File: src/rtl/dma_sample_packer.sv
// dma_sample_packer
//
// Decimates paired ADC samples (channels A/B), sign-extends each to 16 bits,
// packs two kept pairs into one 64-bit beat and buffers beats in a small FIFO
// with a valid/ready output. A capture stops after CAPTURE_WORDS beats have
// been pushed, then waits for the FIFO to drain.
//
// Optional feature (macro DMA_PACKER_SEQ_TAG_EN): a 2-bit beat sequence tag
// overwrites bits [15:14] and [47:46] of every formed beat.
//
// Ports:
//   clk                pdh_clk, rising-edge
//   rst_i              asynchronous active-high reset
//   enable_i           high starts/holds a capture, low aborts or re-arms
//   decimation_code_i  keep 1 of every (code+1) valid pairs, latched at start
//   sample_a_i/b_i     signed channel samples
//   sample_valid_i     sample pair valid this cycle
//   word_o             FIFO head beat (0 when empty)
//   word_valid_o       word_o valid
//   word_ready_i       downstream accepts word_o
//   word_count_o       beats pushed into the FIFO this capture
//   busy_o             capturing or draining
//   done_o             capture complete and FIFO drained
//   overflow_o         sticky: a beat was dropped on a full FIFO
module dma_sample_packer #(
  parameter int unsigned ADC_DATA_WIDTH = 14,
  parameter int unsigned DEC_WIDTH      = 26,
  parameter int unsigned CAPTURE_WORDS  = 2048,
  parameter int unsigned FIFO_DEPTH     = 4,
  localparam int unsigned CNT_WIDTH     = $clog2(CAPTURE_WORDS + 1),
  localparam int unsigned PTR_WIDTH     = $clog2(FIFO_DEPTH)
) (
  input  logic                      clk,
  input  logic                      rst_i,
  input  logic                      enable_i,
  input  logic [DEC_WIDTH-1:0]      decimation_code_i,
  input  logic [ADC_DATA_WIDTH-1:0] sample_a_i,
  input  logic [ADC_DATA_WIDTH-1:0] sample_b_i,
  input  logic                      sample_valid_i,
  output logic [63:0]               word_o,
  output logic                      word_valid_o,
  input  logic                      word_ready_i,
  output logic [CNT_WIDTH-1:0]      word_count_o,
  output logic                      busy_o,
  output logic                      done_o,
  output logic                      overflow_o
);

  typedef enum logic [1:0] {StIdle, StCapture, StDrain, StDone} state_e;

  state_e               state_q, state_d;
  logic [DEC_WIDTH-1:0] dec_code_q, dec_code_d;
  logic [DEC_WIDTH-1:0] dec_cnt_q, dec_cnt_d;
  logic                 half_q, half_d;
  logic [31:0]          half_data_q, half_data_d;
  logic [PTR_WIDTH:0]   wr_ptr_q, wr_ptr_d;
  logic [PTR_WIDTH:0]   rd_ptr_q, rd_ptr_d;
  logic [CNT_WIDTH-1:0] count_q, count_d;
  logic                 overflow_q, overflow_d;
`ifdef DMA_PACKER_SEQ_TAG_EN
  logic [1:0]           seq_q, seq_d;
`endif

  logic [63:0] mem [FIFO_DEPTH];
  logic        fifo_empty, fifo_full, pop, push;
  logic [31:0] lane;
  logic [63:0] beat;

  function automatic logic [15:0] sext(input logic [ADC_DATA_WIDTH-1:0] s);
    return 16'($signed(s));
  endfunction

  assign lane       = {sext(sample_b_i), sext(sample_a_i)};
  assign fifo_empty = (wr_ptr_q == rd_ptr_q);
  // Same index, opposite lap bit.
  assign fifo_full  = (wr_ptr_q[PTR_WIDTH] != rd_ptr_q[PTR_WIDTH]) &&
                      (wr_ptr_q[PTR_WIDTH-1:0] == rd_ptr_q[PTR_WIDTH-1:0]);
  assign pop        = !fifo_empty && word_ready_i;

  always_comb begin
    state_d     = state_q;
    dec_code_d  = dec_code_q;
    dec_cnt_d   = dec_cnt_q;
    half_d      = half_q;
    half_data_d = half_data_q;
    wr_ptr_d    = wr_ptr_q;
    rd_ptr_d    = rd_ptr_q;
    count_d     = count_q;
    overflow_d  = overflow_q;
    push        = 1'b0;
    beat        = {lane, half_data_q};
`ifdef DMA_PACKER_SEQ_TAG_EN
    seq_d       = seq_q;
    beat[15:14] = seq_q;
    beat[47:46] = seq_q;
`endif

    if (pop) begin
      rd_ptr_d = rd_ptr_q + 1'b1;
    end

    unique case (state_q)
      StIdle: begin
        if (enable_i) begin
          state_d    = StCapture;
          dec_code_d = decimation_code_i;
          dec_cnt_d  = '0;
          half_d     = 1'b0;
          count_d    = '0;
          overflow_d = 1'b0;
`ifdef DMA_PACKER_SEQ_TAG_EN
          seq_d      = 2'd0;
`endif
        end
      end
      StCapture: begin
        if (sample_valid_i) begin
          dec_cnt_d = (dec_cnt_q == dec_code_q) ? '0 : dec_cnt_q + DEC_WIDTH'(1);
          if (dec_cnt_q == '0) begin
            if (!half_q) begin
              half_d      = 1'b1;
              half_data_d = lane;
            end else begin
              half_d = 1'b0;
`ifdef DMA_PACKER_SEQ_TAG_EN
              seq_d  = seq_q + 2'd1;
`endif
              // A pop on the same edge frees a slot, so a full FIFO still accepts.
              if (!fifo_full || pop) begin
                push     = 1'b1;
                wr_ptr_d = wr_ptr_q + 1'b1;
                count_d  = count_q + CNT_WIDTH'(1);
                if (count_d == CNT_WIDTH'(CAPTURE_WORDS)) begin
                  state_d = StDrain;
                end
              end else begin
                overflow_d = 1'b1;
              end
            end
          end
        end
      end
      StDrain: begin
        if (fifo_empty) begin
          state_d = StDone;
        end
      end
      StDone: begin
        if (!enable_i) begin
          state_d = StIdle;
        end
      end
      default: state_d = StIdle;
    endcase

    // Abort: flush FIFO and half register; count and overflow hold.
    if (!enable_i && (state_q == StCapture || state_q == StDrain)) begin
      state_d  = StIdle;
      push     = 1'b0;
      half_d   = 1'b0;
      wr_ptr_d = '0;
      rd_ptr_d = '0;
    end
  end

  always_ff @(posedge clk or posedge rst_i) begin
    if (rst_i) begin
      state_q     <= StIdle;
      dec_code_q  <= '0;
      dec_cnt_q   <= '0;
      half_q      <= 1'b0;
      half_data_q <= '0;
      wr_ptr_q    <= '0;
      rd_ptr_q    <= '0;
      count_q     <= '0;
      overflow_q  <= 1'b0;
`ifdef DMA_PACKER_SEQ_TAG_EN
      seq_q       <= 2'd0;
`endif
    end else begin
      state_q     <= state_d;
      dec_code_q  <= dec_code_d;
      dec_cnt_q   <= dec_cnt_d;
      half_q      <= half_d;
      half_data_q <= half_data_d;
      wr_ptr_q    <= wr_ptr_d;
      rd_ptr_q    <= rd_ptr_d;
      count_q     <= count_d;
      overflow_q  <= overflow_d;
`ifdef DMA_PACKER_SEQ_TAG_EN
      seq_q       <= seq_d;
`endif
    end
  end

  // Storage needs no reset: word_o is masked while the FIFO is empty.
  always_ff @(posedge clk) begin
    if (push) begin
      mem[wr_ptr_q[PTR_WIDTH-1:0]] <= beat;
    end
  end

  assign word_o       = fifo_empty ? '0 : mem[rd_ptr_q[PTR_WIDTH-1:0]];
  assign word_valid_o = !fifo_empty;
  assign word_count_o = count_q;
  assign busy_o       = (state_q == StCapture) || (state_q == StDrain);
  assign done_o       = (state_q == StDone);
  assign overflow_o   = overflow_q;

endmodule

File: config.mk
export PLATFORM = sky130hd
export DESIGN_NAME = dma_sample_packer
export DESIGN_NICKNAME = d
export VERILOG_FILES = /design/src/rtl/dma_sample_packer.sv
export SDC_FILE = /design/constraint.sdc
export NUM_CORES = 1
export LEC_CHECK = 0
export ABC_AREA = 1
export BUFFER_PORTS_ARGS = -buffer_cell sky130_fd_sc_hd__buf_2
export CAP_MARGIN = 25
export CORE_MARGIN = 5
export CORE_UTILIZATION = 59
export CTS_CLUSTER_SIZE = 24
export DETAILED_ROUTE_END_ITERATION = 8
export GPL_ROUTABILITY_DRIVEN = 0
export PLACE_DENSITY = 0.84
export SYNTH_ARGS = -nofsm -noshare
export SYNTH_HDL_FRONTEND = slang
export SYNTH_SLANG_ARGS = --single-unit
File: constraint.sdc
create_clock -name clk -period 5.2 [get_ports clk]
set_input_delay 0.26 -clock clk [delete_from_list [all_inputs] [get_ports clk]]
set_output_delay 0.26 -clock clk [all_outputs]
set_load 0.03 [all_outputs]
# --- Word-level counts from Yosys, hierarchy flattened ---
# Memory sizes are Yosys's and may differ from the RTL's.
# Cells that the tools add are included.
word_totals:
  ff_bits: 104
  ramBits: 256
  inputBits: 59
  output_inout_bits: 80
  elab_cells: 111
  memories: 1
memory_table:
  columns: ["name", "depth", "width", "read_ports", "rd_clocked_by_memory_dff", "wr", "line", "rtl"]
  rows:
  - ["mem", 4, 64, 1, 0, 1, "64", "logic [63:0] mem [FIFO_DEPTH];"]
classes:
  addsub: 4
  eq_ne: 22
  mux: 48
  bitwise: 1
  reduce_logical: 26
ops:
  columns: ["op", "n"]
  rows:
  - ["$mux 26", 3]
  - ["$mux 64", 1]
  - ["$mux 12", 5]
  - ["$pmux 26 s2", 1]
  - ["$add 26x1->26 const B", 1]
  - ["$eq 26x26->1", 1]
  - ["$logic_not 26->1", 1]
  - ["$mux 3", 8]
  - ["$pmux 12 s2", 1]
  - ["$ne 3x2->1 const B", 7]
  - ["$mux 2", 9]
  - ["$mux 1", 17]
  - ["$reduce_bool 2->1", 7]
  - ["$add 12x1->12 const B", 1]
  - ["$eq 12x12->1 const B", 1]
  - ["$ne 2x2->1 const B", 6]
  - ["$reduce_and 6->1", 2]
  - ["$pmux 2 s4", 1]
  - ["$reduce_and 4->1", 2]
  - ["$reduce_and 8->1", 1]
  - ["$add 3x1->3 const B", 2]
  - ["$reduce_and 5->1", 1]
  - ["$eq 2x2->1 const B", 2]
  - ["$pmux 1 s2", 2]
  - ["13 further kinds", 18]

# --- Depth between registers and ports, before layout ---
depth:
  ltp_word: 12
  mapped_depth: 13
  mapped_depth_nobuf: 13

# --- Worst setup path after synthesis ---
# Ideal clock, no wire load.
synth_path:
  kind: "register to register"
  from: "register state_q[0]"
  to: "memory mem[0][0] (enable)"
  setup_time_ns: 0.470
  t_arrival_ns: 3.797
  required_time_ns: 4.730
  path_slack_ns: 0.933
  stages_incl_launch_ff: 7
  n_path_buf: 1
  period_less_slack_ns: 4.267
  path_cell_list: "dfrtp_1 inv_1 ha_1 nand2_1 clkbuf_1 nand4_1 nor2_1"
synth_between:
  elab_chain_len: 6
  elab_cells_between_ends: 8
  cone_classes: "eq/ne: 2; mux: 4; reduce/logical: 2"
synth_lines:
  columns: ["element", "line", "rtl"]
  rows:
  - ["from (decl)", "51", "state_e state_q, state_d;"]
  - ["from (signal assigned)", "168", "state_q <= StIdle;"]
  - ["from (signal assigned)", "181", "state_q <= state_d;"]
  - ["$eq 2x1->1 or $eq 2x2->1 (tied branches)", null, null]
  - ["$logic_or 1x1->1 (*)", null, null]
  - ["named net busy_o", "44", "output logic busy_o,"]
  - ["$logic_and 1x1->1 (*)", "157", "if (!enable_i && (state_q == StCapture || state_q == StDrain)) begin"]
  - ["$mux 1 (*)", "157", null]
  - ["$mux 1 (*)", "198", "if (push) begin"]
  - ["$mux 1 (implied by the code) (*)", "199", "mem[wr_ptr_q[PTR_WIDTH-1:0]] <= beat;"]
  - ["to (decl)", "64", null]
# The timed path passes the listed nets; every way through them passes the cells marked *.

# --- Final worst setup path ---
layout_path:
  from: "register rd_ptr_q[1]"
  to: "memory mem[1][17] (enable)"
layout_between:
  elab_chain_len: 12
  elab_cells_between_ends: 15
  cone_classes: "eq/ne: 2; mux: 8; reduce/logical: 5"
layout_lines:
  columns: ["element", "line", "rtl"]
  rows:
  - ["from (decl)", "57", "logic [PTR_WIDTH:0] rd_ptr_q, rd_ptr_d;"]
  - ["from (signal assigned)", "187", "rd_ptr_q <= rd_ptr_d;"]
  - ["$eq 3x3->1 or $eq 2x2->1 (tied branches)", "74, 77", null]
  - ["$logic_not 1->1 or $logic_and 1x1->1 (tied branches)", "78, 76", null]
  - ["$logic_and 1x1->1 or $logic_not 1->1 (tied branches)", "78, 129", null]
  - ["$logic_or 1x1->1 (*)", "129", "if (!fifo_full || pop) begin"]
  - ["$mux 1 (*)", "129", null]
  - ["$mux 1 (*)", "120", "if (!half_q) begin"]
  - ["$mux 1 (*)", "119", "if (dec_cnt_q == '0) begin"]
  - ["$mux 1 (*)", "117", "if (sample_valid_i) begin"]
  - ["$mux 1 (*)", "102", "unique case (state_q)"]
  - ["$mux 1 (*)", "157", null]
  - ["$mux 1 (*)", "198", null]
  - ["$mux 1 (implied by the code) (*)", "199", null]
# Every way passes the cells marked *; elsewhere a longest branch is shown, timed or not.

==> run summary <==
Outcome: finished clean
EDFF count, synth: 224
Slowest CP cell: dfrtp_2
Vias in the first global route: 11200
CTS tree: built
Max incr delay on CP: 1.08 ns
Yosys cell types: 36
Yosys top cell area share: 45.6%
Pwr Density: 564 mW/mm2
Iter 0 DRT Violations: 1254
Achievable clock frequency: 279 MHz
Top cells by area, synth: edfxtp_1 (46%), dfrtp_1 (17%), nand2_1 (6.3%), nor2_1 (4.8%), o21ai_0 (4.1%)
Post-CTS Resized: 0
Largest net degree at the start of global routing: 115
Final net count: 1662
H-Tree Depth: 2
DIE HEIGHT: 168 um
Crit. End Element: flop
DP Wirelength: 19.9 mm
Worst Tran Pin Value: 1.12 ns
Startpoint types: flop
Req. time, crit path: 5.38 ns
Clk slew on worst S/H paths: 0.06 ns
Final Non-Filler Cells: 1941
Average cell area after synthesis: 10.3 um2
Slew Viols, Final: 0
Worst hold path depth: 1
Count of input and output buffers: 138
Critical path type: reg -> reg
Post-synthesis net count: 1499
Synth warn: 0
Die area: 0.0283 mm2
Fraction of layout cells with a size suffix above 1: 19.7%
CTS max path bufs: 3
Starting Density: 60.3%
DR vias: 11000
Synth Instances: 1427
Max-slew headroom: 25.2%
Reg2reg setup slack: 1.61 ns
Max Clock Skew: 0.0295 ns
Area Growth Syn to Fin: 17.3%
Hold crit path type: in -> reg
Reg-to-reg critical path startpoint: rd_ptr_q[1]$_DFFE_PP0P_
Final period util: 69.0%
Post CTS Setup Buffer Count: 0
Synth async-reset ratio: 31.3%
Root buffer cell: clkbuf_16
Critical path peak fanout: 59
Commonest non-fill, non-tap cell in the layout: nand2_1
Yosys reg bits: 326
Reg2reg end: mem[1][17]$_DFFE_PP_
Max-Cap Viols: 0
Die span in x: 168 um
Final setup viols: 0
Worst EP arrival: 3.77 ns
Leakage: 7.38 nW
Worst Reg-to-Reg Cells: 9
RSZ-0062 raised after global routing: false
Hold Fails Final Rpt: 0
Most used cell, CP: nand2_1
Placed instance count: 1827
Crit-path cells: nand2_1, nand2_1, nor2_1, nand2_1, nand2_1, nor2_1, nand4_1, nor2_4, buf_12
Fin crit period: 3.59 ns
Post-Synthesis Cell Area: 0.0148 mm2
Drt wl/cell: 17.6 um
I/O pin count: 139
Maximum VDD drop: 0.440 mV
Insertion delay to the later sink of the worst-skew pair: 0.52 ns
Total grt overflow: 0
First-pass GRT wire length: 55.0 mm
Worst Hold Endpoint: mem[1][32]$_DFFE_PP_
Drt drc: 0
Hold Crit Start: sample_a_i[0]
Yosys top cell by area: edfxtp_1
Core Region: 0.0245 mm2
Post-Route WL: 34.2 mm
Post-route ant nets: 0
Vias per inst: 5.68
Commonest non-fill, non-tap cells in the layout: nand2_1 (246), edfxtp_1 (224), nor2_1 (185)
Row count: 57
GRT Total Usage: 23.8%
Number of CTS-inserted buffers: 34
Synth Flop Type: edfxtp_1
Initial antenna violation count: 1
Sequential area share after synthesis: 62.9%
TNS Setup: 0 ns
DRT Pass-1 Iters: 6
# clock sinks: 326
==> area by class of cell <==
type,instances,area (um2)
Antenna cell,1,2.50
Clock inverter,14,168
Inverter,161,608
Clock buffer,48,955
Tap cell,324,405
Timing Repair Buffer,200,1350
Sequential cell,326,9280
Multi-Input combinational cell,867,4540
Fill cell,1589,7150
==> cells by family after synthesis <==
logic type | share of synthesized area (%)
XOR/XNOR | 1.48
flip-flops | 62.9
AO/OA/AOI/OAI | 9.65
buffers and inverters | 6.70
adder cells (fa/ha/maj) | 1.10
multiplexers | 1.30
AND/OR/NAND/NOR | 16.9
==> cell usage after synthesis, types with 2 or more instances <==
library cell / number
a21oi_1: 20
a21oi_2: 39
buf_1: 2
buf_2: 11
buf_4: 10
buf_6: 8
clkbuf_1: 42
dfrtp_1: 102
edfxtp_1: 224
ha_1: 13
inv_1: 153
inv_2: 8
mux2_2: 17
nand2_1: 248
nand2_2: 4
nand2_4: 3
nand3_1: 38
nand3_2: 7
nand4_1: 33
nand4_2: 2
nor2_1: 190
nor2_2: 22
nor2_4: 4
nor3_1: 12
o21ai_0: 121
o21bai_1: 2
o22ai_1: 56
or2_0: 3
or2_2: 3
xnor2_1: 11
xor2_1: 14
==> what timing repair did <==
action	in CTS	in global routing
setup endpoints to repair	0	0
hold buffers	50	0
endpoints found under the hold margin	183	0
==> sequential cells by signal, indices dropped and copies added (netlist names) <==
name          flops
rd_ptr_q          3
half_q            1
wr_ptr_q          3
half_data_q      28
dec_cnt_q        26
dec_code_q       26
state_q           2
overflow_o        1
mem             224
word_count_o     12
==> power by group <==
part	total (mW)	internal, mW	leakage (nW)	switching [mW]
registers	3.52	3.19	3.25	0.334
clock network	2.43	1.44	0.549	0.989
logic	3.81	1.07	3.58	2.75
==> worst max-delay path: cells and delay by family, from the launching register on <==
family | cells | cell delay [ns]
AND/OR/NAND/NOR | 8 | 1.85
flip-flops | 1 | 1.08
buffers and inverters | 1 | 0.32
==> per-layer routing <==
layer / wire, um / GRT usage [%] / share of wire, %
met5: 0 / 0 / 0
met2: 17200 / 41.3 / 50
met3: 2340 / 3.99 / 6.8
met4: 1030 / 9.32 / 3.0
met1: 13600 / 30.0 / 40
==> worst max-delay path by stage <==
stage,startpoint,endpoint,depth (start not counted),slack [ns]
global placement,rd_ptr_q[1]$_DFFE_PP0P_,mem[1][17]$_DFFE_PP_,9,1.78
CTS,rd_ptr_q[1]$_DFFE_PP0P_,mem[1][17]$_DFFE_PP_,9,1.62
detailed placement,rd_ptr_q[1]$_DFFE_PP0P_,mem[0][11]$_DFFE_PP_,9,1.64
finish,rd_ptr_q[1]$_DFFE_PP0P_,mem[1][17]$_DFFE_PP_,9,1.61
global route,rd_ptr_q[1]$_DFFE_PP0P_,mem[0][25]$_DFFE_PP_,9,1.40
floorplan,state_q[0]$_DFFE_PP0P_,mem[0][0]$_DFFE_PP_,6,0.93
==> metrics by stage <==
step / area [um2] / worst slack, ns / total power [mW] / hold slack (ns) / util, %
CTS: 17300 / 1.62 / 9.75 / 0.00398 / 70.6
finish: 17300 / 1.61 / 9.76 / 0.0139 / 70.8
global placement: 15700 / 1.78 / 7.14 / 0.490 / 64.0
global route: 17300 / 1.40 / 10.3 / 0.00665 / 70.8
detailed placement: 15700 / 1.64 / 7.26 / 0.495 / 64.0
floorplan: 14800 / 0.933 / 6.28 / 0.359 / -
Power figures use the tool's default switching activity.
